<file path="src/rtl/barrel_spawner.sv">
`default_nettype none
// ============================================================================
// Module   : barrel_spawner
// Brief    : Schedules barrel launches. Waits a jittered interval, requests a
//            donkey throw, then pulses one free barrel-mover slot. The slot is
//            chosen round-robin from a rotating pointer.
// Revision : 1.0 - initial release
// ============================================================================
module barrel_spawner #(
    parameter int NUM_SLOTS    = 4,
    parameter int SPAWN_PERIOD = 65_000_000,
    parameter int THROW_TIME   = 32_500_000,
    parameter int JITTER_UNIT  = 4_000_000
) (
    input  logic                 clk,
    input  logic                 rst,
    input  logic                 enable,
    input  logic                 pause,
    input  logic [NUM_SLOTS-1:0] done,
    output logic [NUM_SLOTS-1:0] barrel,
    output logic                 throw,
    output logic [2:0]           active_cnt,
    output logic [7:0]           spawn_cnt
);

    localparam int                 C_CNT_W      = 27;
    localparam int                 C_PTR_W      = (NUM_SLOTS > 1) ? $clog2(NUM_SLOTS) : 1;
    localparam logic [C_CNT_W-1:0] C_THROW_LAST = C_CNT_W'(THROW_TIME - 1);
    localparam logic [C_CNT_W-1:0] C_WAIT_BASE  = C_CNT_W'(SPAWN_PERIOD - 1);
    localparam logic [C_CNT_W-1:0] C_JIT_UNIT   = C_CNT_W'(JITTER_UNIT);
    localparam logic [7:0]         C_LFSR_SEED  = 8'hA5;

    typedef enum logic [1:0] {
        ST_IDLE   = 2'd0,
        ST_WAIT   = 2'd1,
        ST_THROW  = 2'd2,
        ST_LAUNCH = 2'd3
    } state_t;

    state_t                 state_q, state_d;
    logic [C_CNT_W-1:0]     cnt_q, cnt_d;
    logic [NUM_SLOTS-1:0]   busy_q, busy_d;
    logic [NUM_SLOTS-1:0]   done_q, done_d;
    logic [C_PTR_W-1:0]     ptr_q, ptr_d;
    logic [C_PTR_W-1:0]     sel_q, sel_d;
    logic [7:0]             lfsr_q, lfsr_d;
    logic [7:0]             spawn_q, spawn_d;
    logic [2:0]             active_q, active_d;
    logic [NUM_SLOTS-1:0]   barrel_q, barrel_d;
    logic                   throw_q, throw_d;

    logic [NUM_SLOTS-1:0]   done_edge;
    logic                   any_free;
    logic                   pick_found;
    logic [C_PTR_W-1:0]     pick_idx;
    logic [C_CNT_W-1:0]     wait_term;
    logic                   lfsr_fb;

    // Slot index modulo NUM_SLOTS, used by the round-robin scan
    function automatic logic [C_PTR_W-1:0] wrap_idx(input int v);
        return C_PTR_W'(v % NUM_SLOTS);
    endfunction

    // Round-robin search for the first free slot starting at the pointer
    always_comb begin
        pick_found = 1'b0;
        pick_idx   = ptr_q;
        for (int k = 0; k < NUM_SLOTS; k++) begin
            if (!pick_found && !busy_q[wrap_idx(int'(ptr_q) + k)]) begin
                pick_found = 1'b1;
                pick_idx   = wrap_idx(int'(ptr_q) + k);
            end
        end
    end

    // Busy-slot population count, registered so it trails busy by one cycle
    always_comb begin
        active_d = '0;
        for (int k = 0; k < NUM_SLOTS; k++) begin
            active_d = active_d + 3'(busy_q[k]);
        end
    end

    // Next-state, counter, slot bookkeeping and registered output values
    always_comb begin
        done_edge = done & ~done_q;
        any_free  = ~(&busy_q);
        lfsr_fb   = lfsr_q[7] ^ lfsr_q[5] ^ lfsr_q[4] ^ lfsr_q[3];
        wait_term = C_WAIT_BASE + C_CNT_W'(lfsr_q[3:0]) * C_JIT_UNIT;

        state_d  = state_q;
        cnt_d    = cnt_q;
        done_d   = done;
        busy_d   = busy_q & ~done_edge;   // done edges on idle slots are no-ops
        ptr_d    = ptr_q;
        sel_d    = sel_q;
        lfsr_d   = lfsr_q;
        spawn_d  = spawn_q;
        barrel_d = '0;

        if (!enable) begin
            state_d = ST_IDLE;
            cnt_d   = '0;
        end else if (!pause) begin
            case (state_q)
                ST_IDLE: begin
                    state_d = ST_WAIT;
                    cnt_d   = '0;
                end
                ST_WAIT: begin
                    // Interval expired: leave only when a slot is free, else park
                    if (cnt_q >= wait_term) begin
                        if (any_free) begin
                            state_d = ST_THROW;
                            cnt_d   = '0;
                        end
                    end else begin
                        cnt_d = cnt_q + 1'b1;
                    end
                end
                ST_THROW: begin
                    if (cnt_q >= C_THROW_LAST) begin
                        state_d = ST_LAUNCH;
                        cnt_d   = '0;
                        sel_d   = pick_idx;
                    end else begin
                        cnt_d = cnt_q + 1'b1;
                    end
                end
                ST_LAUNCH: begin
                    barrel_d[sel_q] = 1'b1;
                    busy_d[sel_q]   = 1'b1;
                    ptr_d           = wrap_idx(int'(sel_q) + 1);
                    spawn_d         = spawn_q + 8'd1;
                    lfsr_d          = {lfsr_q[6:0], lfsr_fb};
                    state_d         = ST_WAIT;
                    cnt_d           = '0;
                end
                default: begin
                    state_d = ST_IDLE;
                    cnt_d   = '0;
                end
            endcase
        end

        throw_d = (state_d == ST_THROW);
    end

    // State and datapath registers
    always_ff @(posedge clk) begin
        if (rst) begin
            state_q  <= ST_IDLE;
            cnt_q    <= '0;
            busy_q   <= '0;
            done_q   <= '0;
            ptr_q    <= '0;
            sel_q    <= '0;
            lfsr_q   <= C_LFSR_SEED;
            spawn_q  <= '0;
            active_q <= '0;
            barrel_q <= '0;
            throw_q  <= 1'b0;
        end else begin
            state_q  <= state_d;
            cnt_q    <= cnt_d;
            busy_q   <= busy_d;
            done_q   <= done_d;
            ptr_q    <= ptr_d;
            sel_q    <= sel_d;
            lfsr_q   <= lfsr_d;
            spawn_q  <= spawn_d;
            active_q <= active_d;
            barrel_q <= barrel_d;
            throw_q  <= throw_d;
        end
    end

    assign barrel     = barrel_q;
    assign throw      = throw_q;
    assign active_cnt = active_q;
    assign spawn_cnt  = spawn_q;

endmodule
`default_nettype wire

</file>
<file path="config.mk">
export PLATFORM = sky130hd
export DESIGN_NAME = barrel_spawner
export DESIGN_NICKNAME = d
export VERILOG_FILES = /design/src/rtl/barrel_spawner.sv
export SDC_FILE = /design/constraint.sdc
export NUM_CORES = 1
export LEC_CHECK = 0
export ABC_AREA = 1
export BUFFER_PORTS_ARGS = -buffer_cell sky130_fd_sc_hd__buf_4
export CAP_MARGIN = 20
export CORE_ASPECT_RATIO = 0.6
export CORE_MARGIN = 2
export CORE_UTILIZATION = 40
export CTS_BUF_LIST = sky130_fd_sc_hd__clkbuf_2
export DETAILED_ROUTE_END_ITERATION = 12
export GPL_ROUTABILITY_DRIVEN = 0
export GPL_TIMING_DRIVEN = 0
export PLACE_DENSITY = 0.64
export SETUP_SLACK_MARGIN = 0.3
export SYNTH_ARGS = -nofsm -noshare
export SYNTH_HDL_FRONTEND = slang
export SYNTH_SLANG_ARGS = --single-unit
</file>
<file path="constraint.sdc">
create_clock -name clk -period 7.64 [get_ports clk]
set_clock_uncertainty 0.15 [all_clocks]
set_input_delay 0.764 -clock clk [delete_from_list [all_inputs] [get_ports clk]]
set_output_delay 0.764 -clock clk [all_outputs]
set_load 0.02 [all_outputs]
</file>
==> results of run 1 <==
==> flip-flops by register name, summed over array words and instances, names as in the netlist <==
name        cells
done_q          4
barrel          4
cnt_q          27
sel_q           2
state_q         2
spawn_cnt       8
throw           1
ptr_q           2
active_cnt      3
lfsr_q          8
busy_q          4
==> logic make-up after synthesis <==
group / count (synthesis) / synth area share
buffers and inverters: 130 / 0.0987
adder cells (fa/ha/maj): 56 / 0.144
AO/OA/AOI/OAI: 81 / 0.0919
XOR/XNOR: 27 / 0.0471
AND/OR/NAND/NOR: 449 / 0.368
flip-flops: 65 / 0.251
==> report_power, final <==
group	internal, mW	leakage (nW)	total [mW]	switching [mW]
clock network	0.0743	0.0654	0.212	0.138
registers	0.342	0.525	0.344	0.00176
logic	0.0178	1.98	0.0517	0.0339
==> synthesized netlist by cell type (2+ instances only) <==
| master | n | area, µm² |
|---|---|---|
| nand2_1 | 243 | 912 |
| nor2_1 | 120 | 450 |
| inv_1 | 116 | 435 |
| dfxtp_1 | 65 | 1300 |
| ha_1 | 50 | 626 |
| nand3_1 | 41 | 205 |
| a21oi_1 | 31 | 155 |
| o21ai_0 | 26 | 130 |
| xor2_1 | 14 | 123 |
| nand4_1 | 12 | 75.1 |
| xnor2_1 | 12 | 105 |
| nor3_1 | 7 | 35.0 |
| fa_1 | 6 | 120 |
| nand2_2 | 5 | 31.3 |
| o21bai_1 | 5 | 37.5 |
| buf_2 | 4 | 20.0 |
| clkbuf_1 | 4 | 15.0 |
| nand3_2 | 4 | 40.0 |
| o211ai_1 | 4 | 30.0 |
| o21ai_1 | 4 | 20.0 |
| o22ai_1 | 4 | 25.0 |
| nor2_2 | 3 | 18.8 |
| nor2_4 | 3 | 33.8 |
| a21o_1 | 2 | 15.0 |
| buf_6 | 2 | 22.5 |
| nor3_2 | 2 | 20.0 |
| nor4_1 | 2 | 12.5 |
| o21ai_4 | 2 | 32.5 |
| or2_2 | 2 | 12.5 |
==> worst max-delay path, cell delays in order (launching register included) <==
cell	delay, ps
dfxtp_1	710
fa_1	530
inv_1	80
fa_1	410
inv_1	70
ha_1	270
a21oi_1	160
nand2_1	90
a21o_1	160
nand2_1	50
nand2_1	60
xor2_1	270
nand3b_1	130
xor2_1	170
ha_1	280
nand2_1	100
a21oi_1	50
nor2_1	130
and2_1	190
nand4_4	200
nand2_2	130
nand2_4	110
o21ai_4	370
buf_6	210
nor2_1	50
==> per-stage QoR <==
step / setup slack (ps) / util / total power, mW / cells
floorplan: 3150 / - / 0.386 / 808
finish: 2440 / 0.446 / 0.608 / 1017
global placement: 2480 / 0.438 / 0.402 / 1001
CTS: 2440 / 0.446 / 0.614 / 1017
global route: 1990 / 0.446 / 0.636 / 1017
detailed placement: 2450 / 0.438 / 0.402 / 1001
==> routing by layer <==
layer  track usage  vias up  share of wire
met2         0.244      159           0.34
met3        0.0582        8          0.085
met5             0        -              0
met4        0.0319        0         0.0057
li1              -     2604              -
met1         0.338     2102           0.57
==> cell usage in the layout (no fill, tap or decap), types with 2 or more instances in the layout <==
| master | synthesis | routed |
|---|---|---|
| buf_4 | 1 | 24 |
| o211ai_1 | 4 | 4 |
| o21ai_1 | 4 | 4 |
| nor2_1 | 120 | 120 |
| clkbuf_2 | 0 | 10 |
| nand3_2 | 4 | 4 |
| o21bai_1 | 5 | 5 |
| nor4_1 | 2 | 2 |
| dfxtp_1 | 65 | 65 |
| nand4_1 | 12 | 12 |
| clkinvlp_4 | 0 | 2 |
| xnor2_1 | 12 | 12 |
| nor2_2 | 3 | 3 |
| clkinv_2 | 0 | 2 |
| o22ai_1 | 4 | 4 |
| nor2_4 | 3 | 3 |
| inv_1 | 116 | 116 |
| buf_6 | 2 | 2 |
| buf_2 | 4 | 4 |
| xor2_1 | 14 | 14 |
| ha_1 | 50 | 50 |
| a21o_1 | 2 | 2 |
| a21oi_1 | 31 | 31 |
| nand3_1 | 41 | 41 |
| nand2_1 | 243 | 243 |
| nand2_2 | 5 | 5 |
| o21ai_4 | 2 | 2 |
| nor3_2 | 2 | 2 |
| o21ai_0 | 26 | 26 |
| nor3_1 | 7 | 7 |
| clkbuf_1 | 4 | 4 |
| clkinv_1 | 1 | 2 |
| fa_1 | 6 | 6 |
| or2_2 | 2 | 2 |
==> cell type report <==
cell class,instances,share of cell area
multi-input combinational,613,0.594
sequential,65,0.229
inverter,118,0.0780
tap,170,0.0375
timing repair buffer,23,0.0304
buffer,12,0.0121
clock inverter,6,0.0104
clock buffer,10,0.00881
==> how the worst max path moves through the flow <==
| stage | to | cells past startpoint | slack, ps | startpoint |
|---|---|---|---|---|
| global route | cnt_q[22] | 25 | 1990 | lfsr_q[3] |
| finish | cnt_q[17] | 24 | 2440 | lfsr_q[3] |
| CTS | cnt_q[1] | 24 | 2440 | lfsr_q[3] |
| global placement | cnt_q[18] | 24 | 2480 | lfsr_q[1] |
| floorplan | cnt_q[10] | 24 | 3150 | lfsr_q[3] |
| detailed placement | cnt_q[16] | 24 | 2450 | lfsr_q[3] |
==> results.sh, run 1 <==
export IMPL_postRouteAntennaNets=0
export IMPL_stdcell_area_mm2=0.00568
export IMPL_slew_headroom=0.525
export IMPL_holdPathEnd="done_q[3]"
export IMPL_reg2reg_slack_ps=2440
export IMPL_hold_viol_final=0
export IMPL_insertion_delay_ps=540
export IMPL_area_growth_pct=9.53
export IMPL_antenna_found_initial=0
export IMPL_hpwl_um=10500
export IMPL_final_seq_area_mm2=0.00130
export IMPL_avgSynthCellArea_um2=6.42
export IMPL_grt_pass1_vias=4235
export IMPL_p_per_area_mw_per_mm2=107
export IMPL_start_kind="register"
export IMPL_dieArea_mm2=0.0139
export IMPL_drt_vias_per_instance=4.79
export IMPL_clk_pin_slew_worst_paths_ps=190
export IMPL_ys_warn_count=0
export IMPL_end_kind="register"
export IMPL_synthCells=808
export IMPL_rows=32
export IMPL_grt_max_degree=12
export IMPL_rr_worst_depth=24
export IMPL_tns_ps=0
export IMPL_die_h_um=92.2
export IMPL_leakage_nw=2.57
export IMPL_ys_seq_area_frac=0.251
export IMPL_hold_path_class="input port to register"
export IMPL_fin_crit_sh=0.681
export IMPL_post_cts_setup_buffers=0
export IMPL_wire_per_inst_um=13.0
export IMPL_clk_path_buf_depth=2
export IMPL_synth_cell_type_count=42
export IMPL_initial_utilization=0.407
export IMPL_path_class="register to register"
export IMPL_multi_input_area_mm2=0.00337
export IMPL_async_flop_share=0
export IMPL_cts_htree_levels=3
export IMPL_cp_required_ps=7940
export IMPL_overflow=0
export IMPL_postCtsHoldBufs=0
export IMPL_drive_gt1_frac=0.0850
export IMPL_worst_hold_slack_ps=285
export IMPL_hold_depth=3
export IMPL_grt_first_pass_wirelength_um=22000
export IMPL_arrival_ps=5500
export IMPL_fill_cells=1369
export IMPL_wl_um=13300
export IMPL_setup_viol=0
export IMPL_root_buffer="clkbuf_2"
export IMPL_cts_buffers=9
export IMPL_ys_flop_type="dfxtp_1"
export IMPL_maxCapViolations=0
export IMPL_grt_setup_unrepaired="false"
export IMPL_crit_fanout=11
export IMPL_r2r_end="cnt_q[17]"
export IMPL_portBuffers=23
export IMPL_synth_enable_flop_cells=0
export IMPL_synth_area_mm2=0.00518
export IMPL_drc=0
export IMPL_r2r_start="lfsr_q[3]"
export IMPL_die_x_um=151
export IMPL_cts_tree="yes"
export IMPL_tightestPinTransition_ps=709
export IMPL_placed_area_mm2=0.00557
export IMPL_hold_path_startpoint="done[3]"
export IMPL_io_pin_count=24
export IMPL_max_clock_freq_ghz=0.192
export IMPL_drt_first_pass_iters=5
export IMPL_diodes=0
export IMPL_via_count=4873
export IMPL_layout_min_cycle_time_ps=5200
export IMPL_coreArea_mm2=0.0127
export IMPL_grt_usage=0.202
export IMPL_cts_repair_resize_count=0
export IMPL_finalMaxSlewViolations=0
export IMPL_synth_seq_cells=65
export IMPL_nets=906
export IMPL_cts_sinks=65
export IMPL_vdd_drop_max_mv=0.0523
export IMPL_syn_nets=872
export IMPL_drt_iter0_markers=432
export IMPL_outcome="finished clean"
No activity file was read; power rests on OpenSTA's default activity.
==> run 2: changes to the inputs <==
clock period = 5.1 ns   (was 7.64 ns; I/O delays follow)
==> run 2 against run 1 <==
Against the previous run: register-to-register slack got worse by 2000 ps; combinational power is 110% higher; design area up 9.4%; largest power group unchanged; die area is the same; maximum frequency up 11%; first-iteration DRC count down 4.9%; largest cell class unchanged; global-route usage rose by 0.95 points; clock power up 50%; critical path type unchanged; non-clock buffer count rose by 31; utilization is 4.2 points higher; via count grew 5.5%.
==> results.sh, run 2 (same netlist as run 1, synthesis figures left out) <==
export IMPL_grt_first_pass_wirelength_um=22900
export IMPL_clk_pin_slew_worst_paths_ps=190
export IMPL_nets=937
export IMPL_rows=32
export IMPL_tns_ps=0
export IMPL_wire_per_inst_um=13.8
export IMPL_area_growth_pct=19.8
export IMPL_slowest_delay_ps=560
export IMPL_initial_utilization=0.407
export IMPL_coreArea_mm2=0.0127
export IMPL_layout_min_cycle_time_ps=4710
export IMPL_end_kind="register"
export IMPL_path_class="register to register"
export IMPL_setup_viol=0
export IMPL_fill_cells=1315
export IMPL_stdcell_area_mm2=0.00621
export IMPL_cts_buffers=9
export IMPL_outcome="finished clean"
export IMPL_vdd_drop_max_mv=0.0792
export IMPL_max_clock_freq_ghz=0.213
export IMPL_drive_gt1_frac=0.165
export IMPL_antenna_found_initial=1
export IMPL_overflow=0
export IMPL_final_common_cell="nand2_1"
export IMPL_hpwl_um=10500
export IMPL_die_x_um=151
export IMPL_top_register="cnt_q"
export IMPL_drt_iter0_markers=411
export IMPL_cp_num_buf_inv=7
export IMPL_p_comb_frac=0.115
export IMPL_drc=0
export IMPL_leakage_nw=2.78
export IMPL_finalMaxSlewViolations=0
export IMPL_maxCapViolations=0
export IMPL_hold_path_class="input port to register"
export IMPL_final_seq_area_mm2=0.00131
export IMPL_final_cell_mix="233 x nand2_1, 115 x inv_1, 109 x nor2_1"
export IMPL_timing_final_ws_setup_ps=394
export IMPL_portBuffers=23
export IMPL_crit_fanout=6
export IMPL_grt_usage=0.212
export IMPL_clk_path_buf_depth=2
export IMPL_via_count=5140
export IMPL_crit_slowest_cell="fa_1"
export IMPL_grt_max_degree=12
export IMPL_slew_headroom=0.506
export IMPL_crit_family="adder cells"
export IMPL_cts_tree="yes"
export IMPL_largest_register_ffs=27
export IMPL_hold_viol_final=0
export IMPL_p_switching_mw=0.272
export IMPL_root_buffer="clkbuf_2"
export IMPL_postRouteAntennaNets=0
export IMPL_tightestPinTransition_ps=738
export IMPL_cp_required_ps=5430
export IMPL_worst_hold_slack_ps=47.2
export IMPL_dieArea_mm2=0.0139
export IMPL_wl_um=14500
export IMPL_internal_power_mw=0.668
export IMPL_arrival_ps=5040
export IMPL_cts_htree_levels=3
export IMPL_fin_crit_sh=0.923
export IMPL_switching_share=0.290
export IMPL_drt_vias_per_instance=4.90
export IMPL_seq_power_share=0.546
export IMPL_p_per_area_mw_per_mm2=151
export IMPL_p_clk_frac=0.339
export IMPL_dpl_worst_slack_ps=-86.8
export IMPL_placed_area_mm2=0.00557
export IMPL_io_pin_count=24
export IMPL_cts_sinks=65
export IMPL_insertion_delay_ps=540
export IMPL_grt_pass1_vias=4341
export IMPL_start_kind="register"
export IMPL_multi_input_area_mm2=0.00357
export IMPL_drt_first_pass_iters=5
export IMPL_power_mw=0.940
export IMPL_die_h_um=92.2
export IMPL_grt_setup_unrepaired="true"
export IMPL_cp_common_cell="nand2_1"
==> run 2: changes by cell type in the layout (fill, tap and decap cells not counted), moves of 5 or more <==
cell	before	now
buf_4	24	44
nor2_1	120	109
nand2_1	243	233
nand2_2	5	15
buf_6	2	10
nor2_2	3	9
nor2_4	3	8
==> run 2: power by group through the flow <==
stage / Sequential (mW) / Combinational, mW / Clock, mW
after floorplan: 0.525 / 0.0539 / 0
after global placement: 0.525 / 0.0765 / 0
after CTS: 0.513 / 0.0885 / 0.327
after detailed placement: 0.525 / 0.0766 / 0
final: 0.513 / 0.108 / 0.319
after global routing: 0.514 / 0.118 / 0.349
==> run 2: layout make-up <==
class | count | area share
well taps | 170 | 0.0342
flip-flops and latches | 65 | 0.211
plain buffers | 12 | 0.0155
clock inverters | 6 | 0.00947
repair buffers | 54 | 0.0743
diodes | 1 | 0.000403
multi-input cells | 613 | 0.575
inverters | 118 | 0.0713
clock buffers | 10 | 0.00806
==> run 2: final timing paths <==
kind	slack, ps	cells past startpoint	end	from
setup / recovery	390	27	cnt_q[18]	lfsr_q[3]
hold / removal	50	3	done_q[1]	done[1]
setup reg to reg	390	27	cnt_q[18]	lfsr_q[3]
hold reg to reg	320	1	spawn_cnt[7]	spawn_cnt[7]
==> run 2: metrics by stage <==
stage / utilization / instances
2_1_floorplan: - / 808
3_3_place_gp: 0.438 / 1001
3_5_place_dp: 0.438 / 1001
5_1_grt: 0.488 / 1049
6_report: 0.488 / 1049
4_1_cts: 0.461 / 1032
==> run 2: worst min-delay path: stages <==
cell and delay, ps:
buf_4 80, inv_1 40, nor2_1 80
==> run 2: repair_timing <==
item / 4_1_cts / 5_1_grt
endpoints found under the setup margin: 29 / 30
pin swaps: 6 / 31
hold endpoints to repair: 2 / 0
buffers inserted: 11 / 15
gates resized for setup: 21 / 58
hold buffers: 2 / 0
gates cloned: 2 / 1
==> run 2: routing by layer <==
layer / part of all wire / global-route usage
met1: 0.54 / 0.351
met3: 0.097 / 0.0682
met4: 0.011 / 0.0288
met2: 0.35 / 0.256
met5: 0 / 0
